File: config.mk
export PLATFORM = sky130hd
export DESIGN_NAME = fma16_dot_seq
export DESIGN_NICKNAME = d
export VERILOG_FILES = /design/src/rtl/fma16_seq_pkg.sv /design/src/rtl/fma16_dot_seq.sv
export SDC_FILE = /design/constraint.sdc
export NUM_CORES = 1
export LEC_CHECK = 0
export ABC_CLOCK_PERIOD_IN_PS = 2000
export CORE_ASPECT_RATIO = 0.9
export CORE_MARGIN = 2
export CORE_UTILIZATION = 43
export CTS_BUF_LIST = sky130_fd_sc_hd__clkbuf_8
export CTS_CLUSTER_SIZE = 24
export DETAILED_ROUTE_END_ITERATION = 10
export GPL_TIMING_DRIVEN = 0
export PLACE_DENSITY = 0.81
export SLEW_MARGIN = 5
export SYNTH_ARGS = -nofsm -noshare
export SYNTH_HDL_FRONTEND = slang
export SYNTH_SLANG_ARGS = --single-unit
File: constraint.sdc
create_clock -name clk -period 2 [get_ports clk]
set_input_delay 0.4 -clock clk [delete_from_list [all_inputs] [get_ports clk]]
set_output_delay 0.4 -clock clk [all_outputs]
set_load 0.01 [all_outputs]
File: src/rtl/fma16_seq_pkg.sv
// Shared types and constants for the half-precision dot-product sequencer.
package fma16_seq_pkg;

  localparam int FLEN  = 16;
  localparam int FLAGW = 4;

  // Bit positions inside the {invalid,overflow,underflow,inexact} flag vector
  localparam int FLG_NV = 3;
  localparam int FLG_OF = 2;
  localparam int FLG_UF = 1;
  localparam int FLG_NX = 0;

  typedef enum logic [1:0] {
    ACCEPT = 2'd0,
    EXEC   = 2'd1,
    DONE   = 2'd2
  } state_t;

endpackage

File: src/rtl/fma16_dot_seq.sv
// Dot-product sequencer: streams (x,y) pairs into an external fp16 FMA,
// folds every result back into the accumulator and reports one result,
// sticky flags and element count per vector.
module fma16_dot_seq
  import fma16_seq_pkg::*;
#(
  parameter int FMA_LAT = 1,
  parameter int CNTW    = 8
) (
  input  logic             clk,
  input  logic             reset_n,
  input  logic             in_valid,
  output logic             in_ready,
  input  logic [FLEN-1:0]  in_x,
  input  logic [FLEN-1:0]  in_y,
  input  logic             in_last,
  input  logic [FLEN-1:0]  cfg_acc_init,
  input  logic             cfg_negp,
  input  logic [1:0]       cfg_roundmode,
  output logic [FLEN-1:0]  fma_x,
  output logic [FLEN-1:0]  fma_y,
  output logic [FLEN-1:0]  fma_z,
  output logic             fma_mul,
  output logic             fma_add,
  output logic             fma_negp,
  output logic             fma_negz,
  output logic [1:0]       fma_roundmode,
  input  logic [FLEN-1:0]  fma_result,
  input  logic [FLAGW-1:0] fma_flags,
  output logic             out_valid,
  input  logic             out_ready,
  output logic [FLEN-1:0]  out_result,
  output logic [FLAGW-1:0] out_flags,
  output logic [CNTW-1:0]  out_count
);

  localparam int LATW = (FMA_LAT > 1) ? $clog2(FMA_LAT) : 1;

  // Element count stops at all-ones instead of wrapping
  function automatic logic [CNTW-1:0] sat_inc(input logic [CNTW-1:0] v);
    return (&v) ? v : v + 1'b1;
  endfunction

  state_t            r_state;
  state_t            w_state_nxt;
  logic              w_accept;
  logic              w_capture;

  logic              r_in_ready;
  logic              r_exec;
  logic              r_out_valid;
  logic              r_first;
  logic              r_last;
  logic [LATW-1:0]   r_lat_cnt;
  logic [FLEN-1:0]   r_acc;
  logic [FLEN-1:0]   r_fma_x;
  logic [FLEN-1:0]   r_fma_y;
  logic [FLEN-1:0]   r_fma_z;
  logic              r_negp;
  logic [1:0]        r_rm;
  logic [FLAGW-1:0]  r_flags;
  logic [CNTW-1:0]   r_count;

  // Next-state decode plus the accept/capture strobes used by the datapath
  always_comb begin
    w_state_nxt = r_state;
    w_accept    = 1'b0;
    w_capture   = 1'b0;
    unique case (r_state)
      ACCEPT: begin
        if (in_valid && r_in_ready) begin
          w_accept    = 1'b1;
          w_state_nxt = EXEC;
        end
      end
      EXEC: begin
        if (r_lat_cnt == '0) begin
          w_capture   = 1'b1;
          w_state_nxt = r_last ? DONE : ACCEPT;
        end
      end
      DONE: begin
        if (out_ready) begin
          w_state_nxt = ACCEPT;
        end
      end
      default: w_state_nxt = ACCEPT;
    endcase
  end

  // State register
  always_ff @(posedge clk or negedge reset_n) begin
    if (!reset_n) begin
      r_state <= ACCEPT;
    end else begin
      r_state <= w_state_nxt;
    end
  end

  // Handshake/strobe outputs registered from the next state so they are
  // glitch-free and all read 0 while reset is held
  always_ff @(posedge clk or negedge reset_n) begin
    if (!reset_n) begin
      r_in_ready  <= 1'b0;
      r_exec      <= 1'b0;
      r_out_valid <= 1'b0;
    end else begin
      r_in_ready  <= (w_state_nxt == ACCEPT);
      r_exec      <= (w_state_nxt == EXEC);
      r_out_valid <= (w_state_nxt == DONE);
    end
  end

  // Operand capture, latency countdown and result fold-back
  always_ff @(posedge clk or negedge reset_n) begin
    if (!reset_n) begin
      r_first   <= 1'b1;
      r_last    <= 1'b0;
      r_lat_cnt <= '0;
      r_acc     <= '0;
      r_fma_x   <= '0;
      r_fma_y   <= '0;
      r_fma_z   <= '0;
      r_negp    <= 1'b0;
      r_rm      <= 2'b00;
      r_flags   <= '0;
      r_count   <= '0;
    end else if (w_accept) begin
      r_fma_x   <= in_x;
      r_fma_y   <= in_y;
      r_last    <= in_last;
      r_fma_z   <= r_first ? cfg_acc_init : r_acc;
      r_lat_cnt <= LATW'(FMA_LAT - 1);
      // Vector-wide configuration is frozen at the first pair only
      if (r_first) begin
        r_negp  <= cfg_negp;
        r_rm    <= cfg_roundmode;
        r_flags <= '0;
        r_count <= '0;
      end
    end else if (r_state == EXEC) begin
      if (w_capture) begin
        r_acc           <= fma_result;
        r_flags[FLG_NV] <= r_flags[FLG_NV] | fma_flags[FLG_NV];
        r_flags[FLG_OF] <= r_flags[FLG_OF] | fma_flags[FLG_OF];
        r_flags[FLG_UF] <= r_flags[FLG_UF] | fma_flags[FLG_UF];
        r_flags[FLG_NX] <= r_flags[FLG_NX] | fma_flags[FLG_NX];
        r_count         <= sat_inc(r_count);
        // The next accepted pair starts a new vector only after the last one
        r_first         <= r_last;
      end else begin
        r_lat_cnt <= r_lat_cnt - 1'b1;
      end
    end
  end

  assign in_ready      = r_in_ready;
  assign fma_x         = r_fma_x;
  assign fma_y         = r_fma_y;
  assign fma_z         = r_fma_z;
  assign fma_mul       = r_exec;
  assign fma_add       = r_exec;
  assign fma_negp      = r_negp;
  assign fma_negz      = 1'b0;
  assign fma_roundmode = r_rm;
  assign out_valid     = r_out_valid;
  assign out_result    = r_acc;
  assign out_flags     = r_flags;
  assign out_count     = r_count;

endmodule
==> results.yml <==
yosys:
  ys.flop_type: "dfrtp_1"
  syn_area_sq_um: 3570
  avgSynthCellArea_sq_um: 9.73
  synth-seq-cells: 87
  synthArstFlopShare: 1.00
  synth_top_area_frac: 0.603
  synth_edf_count: 0
  synth_top_cell_by_area: "dfrtp_1"
  synth_seq_area_share: 0.610
  ys_types: 33
  ys_warn_count: 0
  synth.area.top_cells: "dfrtp_1 (60%), nand2_1 (16%), mux2i_1 (4.8%), a21oi_1 (2.7%), nor2_1 (2.4%)"
  synth_most_common_cell: "nand2_1"
  syn-num-nets: 444
  synth_cells: 367
  ys_top_cells_by_count: "nand2_1 (153), dfrtp_1 (86), nor2_1 (23)"
layout:
  area.growth.synth_to_final_pct: 53.6
  multi_input_area_sq_um: 1260
  nFillCells: 647
  fin_nets: 615
  n_antenna_cell: 0
  drive_above_1_share: 0.0829
  finalNonFillerCells: 642
  final_area_sq_um: 5480
  seq_area_sq_um: 2180
worst_setup_path:
  crit_path_end_kind: "flop"
  crit_start: "r_state[0]"
  slowest_stage: "dfrtp_1"
  crit_type: "reg -> reg"
  path_common_cell: "buf_2"
  crit_path_max_fanout: 10
  crit_chain: "buf_4, and4bb_2, buf_2, buf_2, buf_2, a21oi_1"
  cp_slowest_stage_delay_ns: 0.37
  startpoint_type: "flop"
  cp.arrival_ns: 2.05
  reg2reg_from: "r_state[0]"
  worstPathRequired_ns: 2.23
placed_design:
  pre_cts_slack_ns: -0.145
  place.detailed.hpwl_um: 7110
  post-place-cells: 625
  io_buffers: 158
  placedInstanceArea_sq_um: 5300
  gp_congestion: 0.799
run_status:
  outcome: "complete, no violations"
timing:
  slew_violations: 0
  fin_crit_ns: 1.81
  rsz0062_at_grt: "false"
  max_freq_mhz: 551
  hold_viol: 0
  period_share: 0.907
  fin_tns_setup_ns: 0
  worst_slack_ns: 0.186
  fin_worst_skew_ns: 0.00640
  finalSetupViolations: 0
die:
  core_sq_um: 8070
  die_area_sq_um: 9050
  die_y_um: 90.5
  initial_core_util: 0.443
  die_w_um: 100
  rows: 31
  ios: 160
global_routing:
  grt_max_degree: 54
  grtUsageTotal: 0.221
  grt_pass1_vias: 3259
  overflow: 0
  grt_pass1_wl_um: 15800
  antenna_found_initial: 0
route:
  vias: 3169
  drt-pass1-iter-count: 4
  via_per_inst: 4.94
  first_iter_violations: 120
  wire_per_inst_um: 15.1
  totalWireLength_um: 9670
  drc: 0
  ant_nets: 0
hold_path:
  worstHoldStart: "fma_x[7]"
  hp-class: "reg -> reg"
clock_tree:
  clkTransAtPathRegs_ns: 0.09
  cts_resized: 0
  clockBufferDepth: 2
  cts_max_level: 3
  cts_num_sinks: 87
  root_buffer: "clkbuf_8"
  cts_buffers: 9
  cts_tree: "yes"
  clk_latency_ns: 0.35
pwr:
  p_per_area_nw_per_um2: 1560
  power_mw: 8.55
  vdd_drop_max_mv: 0.741
  p_leak_nw: 2.56
run:
  maxCapViolations: 0
state kept, by name, summed over array words and instances, names as in the netlist, 2 cells and up:
register,count
out_flags,4
out_result,16
out_count,8
fma_z,16
fma_roundmode,2
fma_x,16
r_state,2
fma_y,16
final cells by class:
| cell class | count | area share |
|---|---|---|
| inverters | 6 | 0.00411 |
| plain buffers | 20 | 0.0196 |
| clock buffers | 9 | 0.0226 |
| multi-input cells | 254 | 0.230 |
| flip-flops and latches | 87 | 0.397 |
| repair buffers | 160 | 0.295 |
| well taps | 99 | 0.0226 |
| clock inverters | 7 | 0.00890 |
cell usage in the layout, fill, tap and decap left out, types with 2 or more instances in the layout:
master / count
a21oi_1: 19
clkinv_2: 3
clkdlybuf4s50_1: 157
a22o_1: 3
nor2_1: 23
nand2_1: 153
a31oi_1: 5
mux2i_1: 17
clkbuf_8: 9
dfrtp_1: 86
mux2_2: 3
inv_1: 6
clkbuf_1: 5
buf_4: 4
o21ai_0: 3
nand3_1: 7
o31ai_1: 2
a31o_2: 2
buf_2: 11
clkinv_4: 2
o211ai_1: 3
metal layers:
layer | share of wire | global-route usage
met2 | 0.48 | 0.363
met4 | 0.014 | 0.0696
met5 | 0 | 0
met3 | 0.091 | 0.0759
met1 | 0.42 | 0.274
critical path, delay by kind of cell (launching register included):
family	cells	cell delay, ns
simple gates	1	0.28
flops	1	0.37
compound gates	1	0.10
buf+inv	4	0.95
cells by family after synthesis:
kind of cell | share of synthesized area
fa+ha+maj | 0.00350
buf+inv | 0.0364
other cells | 0.00105
flops | 0.610
compound gates | 0.0799
simple gates | 0.212
mux | 0.0571
stage by stage:
stage / utilization / hold slack, ns
floorplan: - / 0.104
global placement: 0.654 / 0.457
detailed placement: 0.657 / 0.389
CTS: 0.680 / 0.482
global route: 0.680 / 0.496
finish: 0.680 / 0.481
report_power, final:
group          leakage, nW  internal [mW]  switching [mW]  total [mW]
clock               0.0894          0.453           0.645        1.10
combinational         1.43           2.24            2.06        4.30
sequential            1.05           2.60           0.544        3.15
final timing paths:
check / cells past startpoint / end / slack, ns
max: 6 / fma_z[2] / 0.19
min: 2 / fma_x[7] / 0.48
max reg2reg: 6 / fma_z[2] / 0.19
min reg2reg: 2 / fma_x[7] / 0.48
max in group asynchronous: 3 / r_first / 0.79
min in group asynchronous: 2 / out_result[2] / 0.55
repair_timing:
action / CTS / global route
setup buffers: 0 / 0
hold endpoints to repair: 18 / 0
setup endpoints to repair: 0 / 0
hold buffers: 1 / 0
Note: power is estimated with default switching activity, not from simulation.
